`config.mk`:
```
export PLATFORM = sky130hd
export DESIGN_NAME = instr_fetch_unit
export DESIGN_NICKNAME = d
export VERILOG_FILES = /design/src/rtl/instr_fetch_unit.sv
export SDC_FILE = /design/constraint.sdc
export NUM_CORES = 1
export LEC_CHECK = 0
export CAP_MARGIN = 20
export CORE_ASPECT_RATIO = 0.75
export CORE_MARGIN = 2
export CORE_UTILIZATION = 41
export DETAILED_ROUTE_END_ITERATION = 12
export PLACE_DENSITY_LB_ADDON = 0.15
export SYNTH_ARGS = -nofsm -noshare
export SYNTH_HDL_FRONTEND = slang
export SYNTH_SLANG_ARGS = --single-unit
```
`constraint.sdc`:
```
create_clock -name clk -period 2.1 [get_ports clk]
set_input_delay 0.525 -clock clk [delete_from_list [all_inputs] [get_ports clk]]
set_output_delay 0.525 -clock clk [all_outputs]
set_load 0.005 [all_outputs]
```
`src/rtl/instr_fetch_unit.sv`:
```
// Instruction fetch front end: PC, instruction register and
// imem req/ack fetch sequencing feeding the control unit.
module instr_fetch_unit #(
   parameter int         ADDR_W  = 4,
   parameter int         INSTR_W = 10,
   parameter logic [3:0] HALT_OP = 4'b1111
) (
   input  logic               clk,
   input  logic               rst,
   output logic               imem_req,
   output logic [ADDR_W-1:0]  imem_addr,
   input  logic               imem_ack,
   input  logic [INSTR_W-1:0] imem_rdata,
   input  logic               jmp_sel,
   output logic [3:0]         opcode,
   output logic [2:0]         op_a,
   output logic [2:0]         op_b,
   output logic               instr_valid,
   output logic [ADDR_W-1:0]  pc,
   output logic               halted
);

   typedef enum logic [1:0] {
      ST_RESET = 2'd0,
      ST_FETCH = 2'd1,
      ST_EXEC  = 2'd2,
      ST_HALT  = 2'd3
   } state_t;

   state_t              r_state;
   logic [ADDR_W-1:0]   r_pc;
   logic [INSTR_W-1:0]  r_ir;
   logic                r_req;
   logic                r_valid;
   logic                r_halted;

   logic [3:0]          w_opcode;
   logic                w_is_halt;
   logic [ADDR_W-1:0]   w_pc_inc;
   logic [ADDR_W-1:0]   w_jmp_tgt;

   // IR field decode and next-PC candidates
   assign w_opcode  = r_ir[9:6];
   assign w_is_halt = (w_opcode == HALT_OP);
   assign w_pc_inc  = r_pc + {{(ADDR_W-1){1'b0}}, 1'b1};
   assign w_jmp_tgt = r_ir[ADDR_W-1:0];

   // Fetch/execute sequencer; all outputs come straight from registers
   always_ff @(posedge clk or posedge rst) begin
      if (rst) begin
         r_state  <= ST_RESET;
         r_pc     <= '0;
         r_ir     <= '0;
         r_req    <= 1'b0;
         r_valid  <= 1'b0;
         r_halted <= 1'b0;
      end else begin
         case (r_state)
            ST_RESET: begin
               r_state <= ST_FETCH;
               r_req   <= 1'b1;
            end
            ST_FETCH: begin
               if (imem_ack) begin
                  r_ir    <= imem_rdata;
                  r_state <= ST_EXEC;
                  r_req   <= 1'b0;
                  r_valid <= 1'b1;
               end
            end
            ST_EXEC: begin
               r_valid <= 1'b0;
               if (w_is_halt) begin
                  // HALT wins over a simultaneous jump request
                  r_state  <= ST_HALT;
                  r_halted <= 1'b1;
               end else begin
                  r_state <= ST_FETCH;
                  r_req   <= 1'b1;
                  r_pc    <= jmp_sel ? w_jmp_tgt : w_pc_inc;
               end
            end
            ST_HALT: begin
               r_state <= ST_HALT;
            end
            default: begin
               r_state <= ST_RESET;
               r_req   <= 1'b0;
               r_valid <= 1'b0;
            end
         endcase
      end
   end

   assign imem_req    = r_req;
   assign imem_addr   = r_pc;
   assign opcode      = w_opcode;
   assign op_a        = r_ir[5:3];
   assign op_b        = r_ir[2:0];
   assign instr_valid = r_valid;
   assign pc          = r_pc;
   assign halted      = r_halted;

endmodule

```
==> reports/results.ini, run 1 <==
[sta]
fin_tns_setup_ns = 0
maxClockFrequency_ghz = 0.561
clock_skew_ns = 0.00143
fin_ws_ns = 0.317
relSlewSlack_pct = 70.4
rsz0062_at_grt = false
fin_crit_ns = 1.78
tightest_slew_ns = 0.443
finalSetupViolations = 0
slew_violations = 0
period_share_pct = 84.9
hold_viol_final = 0

[worst_setup_path]
cp.depth = 1
crit_fanout = 6
path_buf_inv = 1
crit_arrival_ns = 1.26
ff2ff_setup_slack_ns = 0.78
cp-start-kind = flip-flop
ff2ff_path_depth = 4
crit_family = buffers and inverters
reg2reg_to = r_ir[9]
critPathSlowestCell = clkdlybuf4s50_1
required_ns = 1.57
slowest_delay_ns = 0.53
cp-end-kind = output port
rr_startpoint = r_state[1]
worstPathCellList = clkdlybuf4s50_1
crit_type = reg -> out

[global_route]
overflow = 0
antenna_found_initial = 0
grt_max_degree = 20
grt_pass1_wl_mm = 3.02
track_usage_pct = 15.9
grt_pass1_vias = 659

[synthesis]
ys_seq_area_share_pct = 52.4
synth_cells = 74
yosys_warnings = 0
synth_top_area_cell = dfrtp_1
netlist-cell-type-count = 29
syn_nets = 89
netlist_top_cells_area = dfrtp_1, mux2_4, buf_4
syn_avg_cell_area_sq_um = 12.3
synth_top_area_share_pct = 52.4
ys_ff_latch = 19
netlist_area_sq_um = 907

[floorplan]
io_pins = 35
fp.dieH_um = 44.7
core_area_sq_um = 2050
die-width_um = 58.3
die_area_sq_um = 2610
placementRows = 14
start_util_pct = 44.3

[worst_hold_path]
whs_path_depth = 1
hp-start = halted
worst_hold_path_type = reg -> reg
min_to = halted

[final_layout]
fin_area_sq_um = 1280
mostFrequentLayoutCells = clkdlybuf4s50_1, dfrtp_1, mux2_4
nets = 123
regArea_sq_um = 475
multi_input_area_sq_um = 369
num-fill-cells = 165
finalNonFillerCells = 131
final_common_cell = clkdlybuf4s50_1
fin_util_pct = 62.5
area_delta_synth_final_pct = 41.2
antenna_cells = 0
drive_gt1_share_pct = 16.8

[placed_design]
gp_congestion = 0.775
port_buffers = 34
dp_hpwl_mm = 1.45
dp.cells = 127
placed_cell_area_sq_um = 1250
pre_cts_ws_ns = 0.250

[clocking]
worstSkewPairLatency_ns = 0.29
clock_path_buffers = 2
root_buffer = clkbuf_4
clock-sinks = 19
clkSlewWorstSetupHoldPaths_ns = 0.11
cts_htree_levels = 1
ctsResizeCount = 0
tritoncts = built
cts_buffers = 3
cts_hold_repair.buffers = 0
cts_setup_buffers = 0

[status]
status = completed

[drt]
drc = 0
drtIter0Drc = 9
drtAntennaViolNets = 0
vias = 694
wl_per_cell_um = 14.2
firstDrtPassIters = 4
vias_per_cell = 5.30
routed_wl_mm = 1.86

[pwr]
p_leak_nw = 0.560
power_density_nw_per_um2 = 1260
peakVddDrop_mv = 0.798

[flow_run]
maxCapViolations = 0

synth_stat cells:
cell	n
buf_4	4
nor2_1	3
and3_1	1
o21ai_0	5
dfrtp_1	19
nor2b_2	1
o21bai_1	1
nand3_1	3
mux2i_1	1
nand4_1	2
nand2b_1	1
nor3b_1	2
mux2_4	9
o2bb2ai_1	1
a31oi_1	1
o211ai_1	1
mux2_2	1
a41oi_1	1
a21oi_1	2
buf_6	1
and4_4	1
nor2b_1	1
buf_2	2
ha_1	1
or4_1	1
a22oi_1	1
o21a_1	1
inv_1	3
nand2_1	3
kinds of logic (layout without fill, tap and decap cells):
group,Yosys count,after routing,synth area share (%)
AO/OA/AOI/OAI,14,14,9.79
adder cells (fa/ha/maj),1,1,1.38
multiplexers,11,11,17.2
buffers and inverters,10,43,6.90
AND/OR/NAND/NOR,19,19,12.3
flip-flops,19,19,52.4
report_power, final:
part	internal (mW)	switching, mW	total, mW
clock network	0.0709	0.110	0.181
registers	0.524	0.160	0.684
logic	0.541	0.213	0.754
total	1.14	0.483	1.62
layer usage:
metal	global-route usage, %	vias up	wire, um
li1	-	328	-
met1	19.9	331	777
met4	6.05	0	25
met5	0	-	0
met2	24.9	31	930
met3	6.30	4	128
through the flow:
stage	total power, mW	hold slack, ns
2_1_floorplan	1.02	0.468
3_3_place_gp	1.42	0.461
3_5_place_dp	1.45	0.476
4_1_cts	1.64	0.500
5_1_grt	1.73	0.527
6_report	1.62	0.497
registers in the layout, indices dropped and copies added (netlist names):
register / flops
imem_addr: 4
r_ir: 10
instr_valid: 1
imem_req: 1
halted: 1
r_state: 2
worst max-delay path by stage:
stage                  from           end  slack [ns]
4_1_cts        imem_addr[0]         pc[0]        0.30
2_1_floorplan      imem_ack       r_ir[0]        0.76
5_1_grt        imem_addr[2]  imem_addr[2]        0.25
3_5_place_dp       imem_ack       r_ir[3]        0.25
6_report       imem_addr[0]         pc[0]        0.32
3_3_place_gp       imem_ack       r_ir[6]        0.26
final cells by class:
| class | instances | share of cell area, % |
|---|---|---|
| Sequential cell | 19 | 37.1 |
| Multi-Input combinational cell | 45 | 28.8 |
| Timing Repair Buffer | 36 | 28.7 |
| Tap cell | 24 | 2.34 |
| Clock buffer | 3 | 1.76 |
| Inverter | 3 | 0.879 |
| Clock inverter | 1 | 0.391 |
(Power assumes the default switching activity.)
==> run 2: changes to the inputs <==
--- a/config.mk
+++ b/config.mk
@@ -8,7 +8,7 @@
 export CAP_MARGIN = 20
 export CORE_ASPECT_RATIO = 0.75
 export CORE_MARGIN = 2
-export CORE_UTILIZATION = 41
+export CORE_UTILIZATION = 38
 export DETAILED_ROUTE_END_ITERATION = 12
 export PLACE_DENSITY_LB_ADDON = 0.15
 export SYNTH_ARGS = -nofsm -noshare
==> constraint.sdc (replaced) <==
create_clock -name clk -period 1.4 [get_ports clk]
set_input_delay 0.35 -clock clk [delete_from_list [all_inputs] [get_ports clk]]
set_output_delay 0.35 -clock clk [all_outputs]
set_load 0.005 [all_outputs]
==> run 2 against run 1 <==
- sequential share of layout area decreased by 3.0 points
- power increased by 55%
- core utilization decreased by 1.2 points
- global-route usage is 0.69 points higher
- combinational power rose by 74%
- critical path depth up 4
- critical path type is now in -> reg
==> reports/results.ini, run 2 (synthesis results as in run 1) <==
[floorplan]
fp.dieH_um = 46.3
start_util_pct = 39.9
core_area_sq_um = 2270
io_pins = 35
placementRows = 15
die_area_sq_um = 2800
die-width_um = 60.4

[pwr]
p_leak_nw = 0.673
power_density_nw_per_um2 = 1810
peakVddDrop_mv = 0.929
p_total_mw = 2.52

[clocking]
cts_buffers = 3
cts_htree_levels = 1
worstSkewPairLatency_ns = 0.30
clock_path_buffers = 2
clkSlewWorstSetupHoldPaths_ns = 0.11
clock-sinks = 19
root_buffer = clkbuf_4
tritoncts = built

[placed_design]
pre_cts_ws_ns = -0.291
port_buffers = 34
gp_congestion = 0.808
dp_hpwl_mm = 1.37
placed_cell_area_sq_um = 1290
dp.cells = 140

[worst_setup_path]
worstPathCellList = clkdlybuf4s50_1, nor2b_4, nand2_1, buf_12, mux2_4
required_ns = 1.59
reg2reg_to = imem_addr[0]
cp-end-kind = flip-flop
ff2ff_path_depth = 4
ff2ff_setup_slack_ns = 0.06
slowest_delay_ns = 0.48
crit_arrival_ns = 1.54
critPathSlowestCell = clkdlybuf4s50_1
crit_type = in -> reg
cp-start-kind = input port
crit_fanout = 11
rr_startpoint = r_ir[7]

[global_route]
grt-busiest-layer = met2
grt_pass1_vias = 738
grt_pass1_wl_mm = 3.28
track_usage_pct = 16.6
grtUsageMet3_pct = 6.18
antenna_found_initial = 0
grt_max_degree = 20
overflow = 0
grt_util_met2_pct = 26.1
grt_use_met1_pct = 21.6

[sta]
period_share_pct = 96.5
fin_crit_ns = 1.35
timing.hold.ws_ns = 0.356
tightest_slew_ns = 0.308
fin_ws_ns = 0.0495
fin_tns_setup_ns = 0
maxClockFrequency_ghz = 0.740
hold_viol_final = 0
relSlewSlack_pct = 79.4
slew_violations = 0
finalSetupViolations = 0
rsz0062_at_grt = false
clock_skew_ns = 0.00881

[drt]
vias = 743
drtAntennaViolNets = 0
firstDrtPassIters = 4
routed_wl_mm = 1.99
drtIter0Drc = 12
drc = 0
wl_per_cell_um = 12.6
vias_per_cell = 4.73

[final_layout]
final_common_cell = dlygate4sd2_1
mostFrequentLayoutCells = dlygate4sd2_1, dfrtp_1, buf_4
antenna_cells = 0
area_delta_synth_final_pct = 53.5
finalNonFillerCells = 157
nets = 139
regMostFlops = r_ir
fin_util_pct = 61.3
largest_register_ffs = 10
drive_gt1_share_pct = 28.5
fin_area_sq_um = 1390

[flow_run]
maxCapViolations = 0

[status]
status = completed

[worst_hold_path]
worst_hold_path_type = in -> async

[run 2: cell count changes in the layout (fill, tap and decap cells not counted), sizes merged]
cell           before  now
clkbuf              3    4
buf                 2   18
clkdlybuf4s50      34   13
dlygate4sd2         0   20
[run 2: power breakdown]
group	leakage [nW]	total, mW	switching [mW]	internal, mW
registers	0.219	0.933	0.148	0.785
logic	0.436	1.31	0.464	0.846
clock network	0.0177	0.273	0.167	0.106
[run 2: cell type report]
cell class / count / area, sq um
Sequential cell: 19 / 475
Clock inverter: 1 / 5.00
Timing Repair Buffer: 52 / 462
Fill cell: 197 / 878
Inverter: 3 / 11.3
Multi-Input combinational cell: 45 / 374
Clock buffer: 3 / 22.5
Tap cell: 34 / 42.5
[run 2: per-layer routing]
metal,vias to the layer above,part of all wire [%]
met3,4,5.4
met5,-,0
met4,0,1.5
met2,26,46
li1,359,-
met1,354,47
[run 2: timing repair]
| action | in CTS | in global routing |
|---|---|---|
| hold buffers | 0 | 0 |
| cloned | 0 | 0 |
| endpoints found under the hold margin | 0 | 0 |
| buffers inserted | 13 | 0 |
| pin swaps | 0 | 1 |
| setup endpoints to repair | 21 | 12 |
| resized for setup | 22 | 3 |
[run 2: worst max-delay path, delay by kind of cell]
| kind | cells | cell delay, ns |
|---|---|---|
| simple gates | 2 | 0.24 |
| mux | 1 | 0.29 |
| buf+inv | 2 | 0.65 |
[run 2: worst max-delay path by stage]
stage / start / depth (start not counted) / slack (ns) / endpoint
finish: imem_ack / 5 / 0.05 / r_ir[7]
global route: imem_ack / 5 / 0.003 / r_ir[0]
CTS: imem_ack / 5 / 0.03 / r_ir[7]
detailed placement: imem_ack / 5 / -0.29 / r_ir[5]
global placement: imem_ack / 5 / -0.26 / r_ir[8]
floorplan: r_state[1] / 4 / 0.20 / r_ir[0]
